**src/rtl/mult_result_accum_pkg.sv**
```systemverilog
// Shared definitions for the multiplier result accumulator.
// Latency: n/a (types and constants only).
// Backpressure: n/a.
package mult_result_accum_pkg;

  // Default product width of the upstream 4x4 sequential multiplier.
  localparam int PROD_W_DEF = 8;

  // ACCUM collects products; HOLD presents a finished group sum until it is accepted.
  typedef enum logic {
    ST_ACCUM = 1'b0,
    ST_HOLD  = 1'b1
  } state_t;

endpackage

```
**src/rtl/mult_result_accum_rise_edge_det.sv**
```systemverilog
// Rising-edge detector: one-cycle pulse on each low-to-high transition of d.
// Latency: pulse is combinational from d and the registered previous value.
// Backpressure: none; the previous-value register updates every cycle.
module mult_result_accum_rise_edge_det (
  input  logic clk,
  input  logic rst,
  input  logic d,
  output logic pulse
);

  logic d_q;

  // Remember last cycle's level so a held-high input only pulses once.
  always_ff @(posedge clk or posedge rst) begin
    if (rst) d_q <= 1'b0;
    else     d_q <= d;
  end

  assign pulse = d & ~d_q;

endmodule

```
**src/rtl/mult_result_accum.sv**
```systemverilog
// Sums N_TERMS multiplier products (one per done edge) and offers the group sum on valid/ready.
// Latency: sum_valid rises the cycle after the edge that samples the last product of a group.
// Backpressure: while sum_valid&~sum_ready, new products are dropped and overrun is set (sticky).
// Option: define MULT_ACCUM_SAT_EN to make every add saturate at 2^ACC_W-1 instead of wrapping.
module mult_result_accum
  import mult_result_accum_pkg::*;
#(
  parameter int PROD_W  = PROD_W_DEF,
  parameter int N_TERMS = 4,
  parameter int ACC_W   = 10,
  localparam int CNT_W  = $clog2(N_TERMS) + 1
) (
  input  logic              clk,
  input  logic              rst,
  input  logic              clr,
  input  logic              done_in,
  input  logic [PROD_W-1:0] product_in,
  output logic [ACC_W-1:0]  sum_out,
  output logic              sum_valid,
  input  logic              sum_ready,
  output logic [CNT_W-1:0]  term_cnt,
  output logic              overrun
);

  localparam logic [CNT_W-1:0] LAST_TERM = CNT_W'(N_TERMS - 1);

  state_t           state_q, state_d;
  logic [ACC_W-1:0] acc_q, acc_d;
  logic [ACC_W-1:0] sum_d;
  logic             vld_d;
  logic [CNT_W-1:0] cnt_d;
  logic             ovr_d;
  logic             cap;
  logic [ACC_W-1:0] prod_ext;
  logic [ACC_W-1:0] add_res;

  mult_result_accum_rise_edge_det u_rise_edge_det (
    .clk   (clk),
    .rst   (rst),
    .d     (done_in),
    .pulse (cap)
  );

  assign prod_ext = ACC_W'(product_in);

`ifdef MULT_ACCUM_SAT_EN
  logic [ACC_W:0] add_full;
  assign add_full = {1'b0, acc_q} + {1'b0, prod_ext};
  assign add_res  = add_full[ACC_W] ? {ACC_W{1'b1}} : add_full[ACC_W-1:0];
`else
  assign add_res = acc_q + prod_ext;
`endif

  // Next-state and datapath decisions; clr overrides everything, including a coincident capture.
  always_comb begin
    state_d = state_q;
    acc_d   = acc_q;
    sum_d   = sum_out;
    vld_d   = sum_valid;
    cnt_d   = term_cnt;
    ovr_d   = overrun;
    if (clr) begin
      state_d = ST_ACCUM;
      acc_d   = '0;
      vld_d   = 1'b0;
      cnt_d   = '0;
      ovr_d   = 1'b0;
    end else begin
      case (state_q)
        ST_ACCUM: begin
          if (cap) begin
            if (term_cnt == LAST_TERM) begin
              sum_d   = add_res;
              vld_d   = 1'b1;
              acc_d   = '0;
              cnt_d   = '0;
              state_d = ST_HOLD;
            end else begin
              acc_d = add_res;
              cnt_d = term_cnt + CNT_W'(1);
            end
          end
        end
        ST_HOLD: begin
          if (sum_ready) begin
            vld_d   = 1'b0;
            state_d = ST_ACCUM;
            // A product arriving with the accept starts the next group rather than being lost.
            if (cap) begin
              acc_d = prod_ext;
              cnt_d = CNT_W'(1);
            end
          end else if (cap) begin
            ovr_d = 1'b1;
          end
        end
        default: state_d = ST_ACCUM;
      endcase
    end
  end

  // Group state registers; sum_out is only loaded on group completion so it is stable while valid.
  always_ff @(posedge clk or posedge rst) begin
    if (rst) begin
      state_q   <= ST_ACCUM;
      acc_q     <= '0;
      sum_out   <= '0;
      sum_valid <= 1'b0;
      term_cnt  <= '0;
      overrun   <= 1'b0;
    end else begin
      state_q   <= state_d;
      acc_q     <= acc_d;
      sum_out   <= sum_d;
      sum_valid <= vld_d;
      term_cnt  <= cnt_d;
      overrun   <= ovr_d;
    end
  end

endmodule
```
**config.mk**
```make
export PLATFORM = sky130hd
export DESIGN_NAME = mult_result_accum
export DESIGN_NICKNAME = d
export VERILOG_FILES = /design/src/rtl/mult_result_accum_pkg.sv /design/src/rtl/mult_result_accum_rise_edge_det.sv /design/src/rtl/mult_result_accum.sv
export SDC_FILE = /design/constraint.sdc
export NUM_CORES = 1
export LEC_CHECK = 0
export ABC_AREA = 0
export CORE_MARGIN = 2
export CORE_UTILIZATION = 30
export CTS_BUF_LIST = sky130_fd_sc_hd__clkbuf_16
export DETAILED_ROUTE_END_ITERATION = 10
export GPL_TIMING_DRIVEN = 1
export PLACE_DENSITY_LB_ADDON = 0.1
export RECOVER_POWER = 25
export SLEW_MARGIN = 0
export SYNTH_ARGS = -nofsm -noshare
export SYNTH_HDL_FRONTEND = slang
export SYNTH_SLANG_ARGS = --single-unit
```
**constraint.sdc**
```tcl
create_clock -name clk -period 2.1 [get_ports clk]
set_input_delay 0.525 -clock clk [delete_from_list [all_inputs] [get_ports clk]]
set_output_delay 0.525 -clock clk [all_outputs]
set_load 0.01 [all_outputs]
```
### Word-level counts from Yosys, hierarchy flattened

Cells that the tools add are included.

| word-level totals | value |
|---|---|
| flip-flop bits (word level) | 27 |
| input bits | 13 |
| output and inout bits | 15 |
| logic and storage cells | 51 |

| cells by class | value |
|---|---|
| add/subtract/negate cells | 2 |
| equality and inequality tests | 6 |
| mux-type cells | 26 |
| bitwise operators | 4 |
| reductions and logical operators | 6 |

Operators with widths:

| kind | count |
|---|---|
| $mux W10 | 5 |
| $pmux W10 S2 | 1 |
| $mux W3 | 5 |
| $mux W1 | 12 |
| $add A10 B8 Y10 | 1 |
| $ne A3 B3 Y1 const B | 3 |
| $reduce_and A3 Y1 | 3 |
| $pmux W3 S2 | 1 |
| $pmux W1 S2 | 2 |
| $reduce_and A4 Y1 | 1 |
| $reduce_bool A2 Y1 | 2 |
| $add A3 B1 Y3 const B | 1 |
| $eq A3 B2 Y1 const B | 1 |
| $ne A3 B2 Y1 const B | 1 |
| $not A1 Y1 | 3 |
| $ne A2 B2 Y1 const B | 1 |
| $and A1 B1 Y1 | 1 |

### Depth between registers and ports, before layout

Gate-level depths: netlist (run 1).

| logic depth | value |
|---|---|
| depth after elaboration | 6 |
| depth in mapped cells | 8 |
| mapped depth without buffers | 8 |

### By module

A second synthesis (run 1) with hierarchy kept.

| second synthesis, totals | value |
|---|---|
| cell total of the unflattened synthesis | 154 |
| area, all modules | 1503.9 um^2 |

Modules (own cells, without submodules):

| module | times used | cells each | area an instance (um^2) | seq. area each (um^2) |
|---|---|---|---|---|
| mult_result_accum | 1 | 151 | 1461.4 | 650.6 |
| mult_result_accum_rise_edge_det | 1 | 3 | 42.5 | 25.0 |

### Worst setup path before layout (run 1)

Ideal clock, no wire load.

| timing path | value |
|---|---|
| path type | input to register |
| start | in product_in[0] |
| end | reg acc_q[8] |
| library setup time | 0.076 ns |
| data arrival time | 1.994 ns |
| required time | 2.024 ns |
| setup slack | 0.030 ns |
| stages on the path | 8 |
| buffers on the path | 0 |
| path through | ha_1 inv_1 fa_1 nand2b_1 a21oi_1 a21oi_1 or3_1 o21ai_1 |

| between the ends | value |
|---|---|
| word-level cells in the longest chain between the ends | 5 |

Ends and longest elaborated chain:

| item | RTL line | source |
|---|---|---|
| from (decl) | mult_result_accum.sv:17 | `input logic [PROD_W-1:0] product_in,` |
| $add A10 B8 Y10 | mult_result_accum.sv:51 | `assign add_res = acc_q + prod_ext;` |
| $mux W10 | mult_result_accum.sv:72 | `if (term_cnt == LAST_TERM) begin` |
| $mux W10 | mult_result_accum.sv:71 | `if (cap) begin` |
| $pmux W10 S2 | mult_result_accum.sv:69 | `case (state_q)` |
| $mux W10 | mult_result_accum.sv:62 | `if (clr) begin` |
| to (signal assigned) | mult_result_accum.sv:106 | `acc_q <= '0;` |
| to (signal assigned) | mult_result_accum.sv:113 | `acc_q <= acc_d;` |
| to (decl) | mult_result_accum.sv:28 | `logic [ACC_W-1:0] acc_q, acc_d;` |

No other way between the ends. The select of a mux whose other input is x is not followed.
A chain may end at the register's enable or synchronous reset.

### Final worst setup path (run 1)

| timing path | value |
|---|---|
| start | in product_in[3] |
| end | reg acc_q[9] |

The elaborated chain is that of the path after synthesis.

==> results of run 1 <==
layout make-up:
| class | instances | area [sq um] |
|---|---|---|
| fillers | 470 | 2690 |
| flip-flops and latches | 27 | 676 |
| inverters | 7 | 26.3 |
| clock buffers | 3 | 75.1 |
| repair buffers | 42 | 383 |
| well taps | 67 | 83.8 |
| clock inverters | 1 | 5.00 |
| multi-input cells | 113 | 851 |
timing repair:
action / CTS / global route
pin swaps: 2 / 4
gates resized for setup: 9 / 9
endpoints found under the setup margin: 8 / 3
how the worst max path moves through the flow:
stage                        startpoint                      to  cells past startpoint
after global placement    product_in[0]    acc_q[8]$_DFFE_PP0P_                      9
after CTS                 product_in[2]    acc_q[7]$_DFFE_PP0P_                      7
after detailed placement  product_in[0]    acc_q[8]$_DFFE_PP0P_                      9
final                     product_in[3]    acc_q[9]$_DFFE_PP0P_                      7
after floorplan           product_in[0]    acc_q[8]$_DFFE_PP0P_                      8
after global routing      product_in[6]  sum_out[9]$_DFFE_PP0P_                      7
registers in the layout, summed over array words and instances (netlist names):
register             flops
overrun                  1
term_cnt                 3
sum_valid                1
u_rise_edge_det.d_q      1
sum_out                 10
state_q                  1
acc_q                   10
worst register-to-register path: stages, from the launching register on:
cell and delay, ps:
dfrtp_1 350, ha_2 180, inv_1 50, fa_2 340
nand2b_4 160, a21oi_4 160, a21oi_2 90, or3_1 340
o21ai_1 90
cells by family (layout without fill, tap and decap cells):
group | count (synthesis) | count (layout) | share of synthesized area
adders and majority gates | 10 | 10 | 0.0881
and+or+nand+nor | 41 | 41 | 0.145
xor gates and xnor gates | 8 | 8 | 0.0465
AOI/OAI and AO/OA | 53 | 53 | 0.224
muxes | 1 | 1 | 0.00748
DFF | 27 | 27 | 0.449
buffers and inverters | 13 | 53 | 0.0391
synth_stat cells:
| library cell | number |
|---|---|
| fa_1 | 1 |
| clkbuf_1 | 3 |
| a21oi_1 | 12 |
| nor4_1 | 1 |
| and2b_2 | 1 |
| nor2_1 | 8 |
| nor3_1 | 1 |
| a2bb2oi_2 | 1 |
| o21a_1 | 1 |
| nand2_4 | 1 |
| or3_1 | 2 |
| a31oi_1 | 1 |
| mux2_2 | 1 |
| xor2_1 | 4 |
| nand2_1 | 17 |
| dfrtp_1 | 27 |
| buf_2 | 2 |
| o21ai_2 | 2 |
| nand3_1 | 1 |
| a211oi_1 | 2 |
| nand2b_1 | 3 |
| a21o_1 | 2 |
| o21ai_0 | 18 |
| nor3_4 | 1 |
| and2b_1 | 1 |
| o21ai_1 | 2 |
| o211ai_1 | 1 |
| o31ai_1 | 2 |
| nor2b_1 | 2 |
| inv_1 | 7 |
| a221oi_1 | 1 |
| a32oi_1 | 5 |
| a22o_1 | 3 |
| buf_6 | 1 |
| nand2b_4 | 1 |
| ha_1 | 9 |
| xnor2_1 | 4 |
| nand3b_1 | 1 |
stage by stage:
stage	hold WS [ps]	total power, mW	area, sq um	cells	worst slack (ps)
after floorplan	465	0.695	1510	153	30.1
after global placement	462	0.792	1940	256	-478
after detailed placement	470	0.794	1940	256	-513
after CTS	486	1.26	2050	260	17.6
after global routing	520	1.32	2100	260	13.1
final	478	1.25	2100	260	110
power breakdown:
part           internal (mW)  switching, mW
Combinational          0.126          0.126
Sequential             0.539         0.0142
Clock                  0.257          0.187
metal layers:
metal,vias up,GRT usage,part of all wire
li1,627,-,-
met1,604,0.199,0.49
met2,20,0.221,0.47
met3,4,0.0295,0.029
met4,0,0.0417,0.010
met5,-,0,0
==> impl_metrics.csv, run 1 <==
group,metric,value,unit
status,status,"completed",
critical_path,crit_chain,"clkdlybuf4s50_1, ha_4, o211ai_1, o21ai_2, a2bb2oi_2, or3_1, o21ai_2",
place,globalplace.congestion,0.858,
clocking,insertion_delay,260,ps
clocking,numCtsBuffers,3,
critical_path,cp_data_arrival_time,2190,ps
synth,avgSynthCellArea,9.84,sq um
critical_path,critPathKind,"input port to flop",
floorplanning,io_pins,28,
timing,max_slew.worst_pin.slew,688,ps
timing,fin_crit_sh,0.948,
finish,nNetsFinal,217,
critical_path,cp_slowest_cell,"clkdlybuf4s50_1",
global_route,overflow,0,
clocking,post_cts_buffers,0,
clocking,path_clk_slew,70,ps
synth,syn_nets,176,
floorplanning,start_util,0.315,
detailed_routing,wl_per_cell,13.5,um
synth,yosys.area.top_type_share,0.449,
synth,netlist_instances,153,
finish,area_growth,39.5,%
synth,yosys-top-cells-area,"dfrtp_1, ha_1, o21ai_0",
timing,setup_viol_count_final,0,
synth,ys_seq_area_frac,0.449,
detailed_routing,via_count,1255,
critical_path,required,2300,ps
global_route,grt_pass1_vias,1254,
critical_path,reg2reg_from,"acc_q[0]$_DFFE_PP0P_",
global_route,grt_max_degree,28,
detailed_routing,drc,0,
power,power_density,595,mW/mm^2
timing,layout_min_cycle_time,1990,ps
synth,yosys.area.top_type,"dfrtp_1",
global_route,antenna_found_initial,0,
detailed_routing,avgViaCountPerCell,4.83,
critical_path,r2r_cells,8,
power,leakagePower,0.904,nW
critical_path,critPathMaxStageDelay,460,ps
critical_path,reg2reg_to,"acc_q[8]$_DFFE_PP0P_",
critical_path,cp.buffers_inverters,1,
synth,synth_area,0.00151,sq mm
global_route,grt_pass1_wl,6.04,mm
worst_hold_path,worstHoldPathCells,2,
floorplanning,die_w,74.8,um
detailed_routing,final_antenna_net_count,0,
floorplanning,die_height,74.8,um
detailed_routing,wirelength,3.52,mm
critical_path,start_kind,"input port",
run,cap_violations,0,
timing,fmax,503,MHz
global_route,track_usage,0.142,
critical_path,end_kind,"flop",
timing,rsz0062_at_grt,"false",
place,port_buffers,27,
worst_hold_path,min_from,"sum_out[1]$_DFFE_PP0P_",
clocking,cts_tree,"built",
synth,ys_types,38,
clocking,htree_levels,1,
power,ir_worst_vdd,0.369,mV
finish,drive_gt1_frac,0.197,
finish,mostFrequentLayoutCell,"dfrtp_1",
detailed_routing,drtIter0Drc,45,
clocking,ctsHoldBuffers,0,
timing,slew_headroom,0.541,
clocking,clockRootBuffer,"clkbuf_16",
finish,fin_util,0.439,
floorplanning,die-area,0.00560,sq mm
floorplanning,num_rows,25,
timing,hold_violations,0,
place,hpwlAfterDp,2.50,mm
clocking,clk_path_buf_depth,2,
clocking,cts_sinks,27,
synth,ys_warn_count,0,
finish,final_cell_mix,"dfrtp_1, clkdlybuf4s50_1, nand2_1",
critical_path,cpMostUsedCell,"o21ai_2",
timing,timing.final.max_slew_violations,0,
timing,fin_skew,2.44,ps
worst_hold_path,hold_path_end,"sum_out[1]$_DFFE_PP0P_",
worst_hold_path,hold_path_class,"flop to flop",
critical_path,cp_top_family,"compound AO/OA/AOI/OAI gates",
synth,ys_ff_latch,27,
detailed_routing,first_pass_iters,4,
critical_path,rrSetupSlack,260,ps
finish,diodes,0,
floorplanning,core_area,0.00479,sq mm
critical_path,path_max_fanout,3,
timing,setup-tns-final,0,ps
(Power assumes the default switching activity.)
==> run 2, diff against run 1 <==
- PLACE_DENSITY_LB_ADDON: 0.1 -> not set
==> run 2 against run 1 <==
Non-clock buffer count grew 4; count of clock-buffer cells in the layout is the same; utilization grew 0.68 points; critical path type unchanged; register-to-register slack is essentially flat; flip-flop and latch count is the same; global-route usage shrank 0.56 points; highest routed layer unchanged; first-iteration DRC count shrank 13%; maximum frequency grew 0.25%; clock skew grew 8.2 ps; critical path depth is the same.
==> impl_metrics.csv, run 2 (synthesized netlist as in run 1, its figures left out) <==
group,metric,value,unit
power,swShare,0.261,
finish,reg_top3,"acc_q: 10 flops, sum_out: 10 flops, term_cnt: 3 flops",
timing,setup_viol_count_final,0,
timing,layout_min_cycle_time,1980,ps
power,power_frac_clock,0.356,
timing,timing.final.max_slew_violations,0,
critical_path,startpoint,"product_in[4]",
finish,area_growth,41.6,%
status,status,"completed",
clocking,numCtsBuffers,3,
floorplanning,num_rows,25,
clocking,clockRootBuffer,"clkbuf_16",
detailed_routing,via_count,1280,
critical_path,cp_data_arrival_time,2140,ps
global_route,antenna_found_initial,0,
global_route,grt_max_degree,28,
critical_path,end_kind,"flop",
power,ir_worst_vdd,0.437,mV
worst_hold_path,min_from,"sum_out[1]$_DFFE_PP0P_",
global_route,grt_pass1_wl,5.90,mm
detailed_routing,avgViaCountPerCell,4.85,
finish,postLayoutCellArea,0.00213,sq mm
finish,mostFrequentLayoutCell,"dfrtp_1",
clocking,clk_path_buf_depth,2,
global_route,overflow,0,
worst_hold_path,hold_path_class,"flop to flop",
power,pwr-share-seq,0.435,
clocking,htree_levels,1,
finish,fin_cells,264,
timing,fin_skew,10.6,ps
floorplanning,core_area,0.00479,sq mm
clocking,cts_tree,"built",
floorplanning,io_pins,28,
floorplanning,die_w,74.8,um
clocking,insertion_delay,270,ps
finish,drive_gt1_frac,0.208,
place,port_buffers,27,
critical_path,cp-endpoint,"sum_out[7]$_DFFE_PP0P_",
place,hpwlAfterDp,2.41,mm
power,power_density,596,mW/mm^2
timing,fmax,504,MHz
timing,slew_headroom,0.534,
detailed_routing,wl_per_cell,12.8,um
detailed_routing,final_antenna_net_count,0,
power,leakagePower,0.928,nW
critical_path,required,2250,ps
detailed_routing,drtIter0Drc,39,
critical_path,reg2reg_from,"acc_q[0]$_DFFE_PP0P_",
finish,diodes,0,
detailed_routing,first_pass_iters,4,
clocking,path_clk_slew,70,ps
critical_path,rrSetupSlack,270,ps
power,power_frac_comb,0.209,
detailed_routing,drc,0,
detailed_routing,wirelength,3.38,mm
clocking,cts_sinks,27,
critical_path,reg2reg_to,"acc_q[8]$_DFFE_PP0P_",
critical_path,critPathKind,"input port to flop",
timing,max_slew.worst_pin.slew,698,ps
timing,fin_crit_sh,0.945,
place,globalplace.congestion,0.793,
critical_path,r2r_cells,8,
critical_path,path_max_fanout,3,
floorplanning,start_util,0.315,
global_route,track_usage,0.136,
finish,nNetsFinal,221,
power,power_switching,332,uW
power,p_int,939,uW
critical_path,start_kind,"input port",
finish,final_cell_mix,"dfrtp_1, clkdlybuf4s50_1, nand2_1, buf_4, o21ai_0",
global_route,grt_pass1_vias,1270,
floorplanning,die-area,0.00560,sq mm
place,placed_cell_area,0.00195,sq mm
timing,hold_violations,0,
place,dp_cells,258,
floorplanning,die_height,74.8,um
run,cap_violations,0,
## run 2: cell type report
type / count / area (sq um)
sequential: 27 / 676
fill: 471 / 2650
tap: 67 / 83.8
inverter: 7 / 26.3
timing repair buffer: 46 / 418
clock buffer: 3 / 75.1
clock inverter: 1 / 8.76
multi-input combinational: 113 / 845
## run 2: per-layer routing
| layer | part of all wire | global-route usage |
|---|---|---|
| met1 | 0.48 | 0.184 |
| met2 | 0.48 | 0.223 |
| met3 | 0.031 | 0.0321 |
| met4 | 0.0068 | 0.0298 |
| met5 | 0 | 0 |
## run 2: power by group through the flow
stage | logic [mW] | clock network [mW] | registers [mW]
detailed placement | 0.239 | 0 | 0.562
finish | 0.265 | 0.453 | 0.552
CTS | 0.258 | 0.468 | 0.552
global route | 0.294 | 0.481 | 0.556
global placement | 0.238 | 0 | 0.561
floorplan | 0.132 | 0 | 0.563
## run 2: how the worst min path moves through the flow
stage	cells after the start	endpoint
2_1_floorplan	2	acc_q[3]$_DFFE_PP0P_
3_3_place_gp	2	sum_out[1]$_DFFE_PP0P_
3_5_place_dp	2	sum_out[4]$_DFFE_PP0P_
4_1_cts	2	sum_out[4]$_DFFE_PP0P_
5_1_grt	2	sum_out[6]$_DFFE_PP0P_
6_report	2	sum_out[1]$_DFFE_PP0P_
## run 2: worst max-delay path, stage by stage
cell             delay (ps)
clkdlybuf4s50_1         440
ha_1                    360
a21oi_2                 170
o21ai_2                 100
a31oi_1                 210
xor2_1                  230
o21ai_1                 100
## run 2: stage by stage
stage	setup TNS (ps)	power [mW]	util	hold slack, ps	setup WS [ps]
after floorplan	0	0.695	-	465	30.1
after global placement	-4580	0.799	0.408	462	-473
after detailed placement	-4660	0.800	0.408	471	-510
after CTS	0	1.28	0.440	486	17.0
after global routing	-17.3	1.33	0.445	510	-17.3
final	0	1.27	0.445	476	115
## run 2: repair_timing
action,CTS,global route
resized for setup,12,7
buffers inserted,2,0
hold endpoints to repair,0,0
setup endpoints to repair,9,6
pin swaps,8,7
hold buffers,0,0
==> run 3, diff against run 2 <==
- CORE_MARGIN: 2 -> 8
==> run 3 against run 2 <==
Critical path depth rose by 2; clock skew fell by 6.8 ps; combinational power barely moved; via count fell by 2.4%; final cell count fell by 0.38%; clock power fell by 4%; die area rose by 35%; register-to-register slack barely moved; maximum frequency rose by 2.3%.
==> impl_metrics.csv, run 3 (synthesized netlist as in run 1, its figures left out) <==
group,metric,value,unit
critical_path,cp.buffers_inverters,2,
timing,fin_crit_sh,0.924,
detailed_routing,via_count,1249,
timing,hold_slack,477,ps
critical_path,critPathMaxStageDelay,340,ps
floorplanning,die_height,86.8,um
clocking,ctsHoldBuffers,0,
global_route,overflow,0,
finish,postLayoutCellArea,0.00214,sq mm
timing,fmax,515,MHz
timing,fin_skew,3.85,ps
place,hpwlAfterDp,2.58,mm
critical_path,required,2290,ps
power,ir_worst_vdd,0.381,mV
global_route,grt_pass1_vias,1361,
timing,max_slew.worst_pin.slew,696,ps
finish,nNetsFinal,220,
finish,reg_top3,"acc_q: 10 flops, sum_out: 10 flops, term_cnt: 3 flops",
clocking,numCtsBuffers,3,
clocking,cts_tree,"built",
worst_hold_path,hold_path_class,"flop to flop",
clocking,htree_levels,1,
timing,fin_ws,159,ps
detailed_routing,wl_per_cell,13.8,um
global_route,track_usage,0.105,
floorplanning,die_w,86.8,um
floorplanning,die-area,0.00754,sq mm
floorplanning,num_rows,25,
status,status,"completed",
floorplanning,io_pins,28,
global_route,antenna_found_initial,0,
critical_path,startpoint,"product_in[0]",
place,placed_cell_area,0.00196,sq mm
finish,seqCellArea,676,sq um
global_route,grt_max_degree,28,
detailed_routing,drc,0,
detailed_routing,drtIter0Drc,60,
place,port_buffers,27,
clocking,clockRootBuffer,"clkbuf_16",
finish,area_growth,41.9,%
finish,mostFrequentLayoutCell,"dfrtp_1",
floorplanning,start_util,0.315,
detailed_routing,first_pass_iters,4,
clocking,path_clk_slew,70,ps
floorplanning,core_area,0.00479,sq mm
critical_path,reg2reg_from,"acc_q[0]$_DFFE_PP0P_",
clocking,cts_sinks,27,
finish,nFillCells,474,
timing,slew_headroom,0.536,
finish,final_cell_mix,"dfrtp_1, clkdlybuf4s50_1, nand2_1, o21ai_0, buf_4",
detailed_routing,final_antenna_net_count,0,
critical_path,end_kind,"flop",
timing,hold_violations,0,
detailed_routing,wirelength,3.64,mm
critical_path,cp_data_arrival_time,2130,ps
finish,multiInputGateArea,863,sq um
timing,rsz0062_at_grt,"false",
worst_hold_path,min_from,"sum_out[1]$_DFFE_PP0P_",
place,globalplace.congestion,0.780,
timing,setup_viol_count_final,0,
finish,drive_gt1_frac,0.209,
critical_path,crit_chain,"dlygate4sd2_1, ha_2, inv_1, fa_2, nand2b_4, a21oi_4, a21oi_2, or3_1, o21ai_1",
clocking,insertion_delay,260,ps
critical_path,cp_top_family,"adder cells",
place,pre_cts_slack,-492,ps
critical_path,critPathKind,"input port to flop",
power,leakagePower,0.929,nW
global_route,grt_pass1_wl,6.30,mm
timing,timing.final.max_slew_violations,0,
detailed_routing,avgViaCountPerCell,4.75,
finish,diodes,0,
power,power_density,587,mW/mm^2
critical_path,start_kind,"input port",
critical_path,cp_slowest_cell,"fa_2",
critical_path,path_max_fanout,3,
run,cap_violations,0,
clocking,clk_path_buf_depth,2,
timing,layout_min_cycle_time,1940,ps
-- run 3: repair_timing --
| item | in CTS | in global routing |
|---|---|---|
| gates cloned | 0 | 0 |
| buffers inserted | 0 | 0 |
| endpoints found under the setup margin | 8 | 3 |
| resized for setup | 9 | 10 |
| pin swaps | 3 | 5 |
-- run 3: final timing paths --
path | slack (ps) | cells past startpoint | end
worst min register to register | 480 | 2 | sum_out[1]$_DFFE_PP0P_
worst max register to register | 270 | 8 | acc_q[8]$_DFFE_PP0P_
min in group asynchronous | 890 | 3 | sum_out[7]$_DFFE_PP0P_
worst min-delay path | 480 | 2 | sum_out[1]$_DFFE_PP0P_
worst max-delay path | 160 | 9 | acc_q[8]$_DFFE_PP0P_
max in group asynchronous | 770 | 3 | acc_q[1]$_DFFE_PP0P_
-- run 3: final cells by class --
| class | instances | area share |
|---|---|---|
| repair buffers | 45 | 0.191 |
| well taps | 67 | 0.0393 |
| multi-input cells | 113 | 0.404 |
| clock buffers | 3 | 0.0351 |
| inverters | 7 | 0.0123 |
| clock inverters | 1 | 0.00176 |
| flip-flops and latches | 27 | 0.316 |
-- run 3: through the flow --
stage	power [mW]	std cells	TNS, ps	utilization
2_1_floorplan	0.695	153	0	-
3_3_place_gp	0.802	259	-4120	0.410
3_5_place_dp	0.804	259	-4290	0.410
4_1_cts	1.25	263	0	0.433
5_1_grt	1.33	263	0	0.446
6_report	1.25	263	0	0.446
-- run 3: worst min-delay path, cell delays in order, from the launching register on --
cell and delay (ps):
dfrtp_1 340, nand2_1 50, o21ai_0 60
-- run 3: metal layers --
metal | vias to the layer above | track usage | part of all wire
li1 | 631 | - | -
met3 | 2 | 0.0331 | 0.056
met1 | 595 | 0.127 | 0.45
met5 | - | 0 | 0
met2 | 21 | 0.180 | 0.49
met4 | 0 | 0.0188 | 0.0047
-- run 3: power by group --
group / switching, mW / internal [mW] / total, mW
clock: 0.180 / 0.255 / 0.435
sequential: 0.0147 / 0.540 / 0.554
combinational: 0.128 / 0.138 / 0.265
total: 0.322 / 0.932 / 1.25
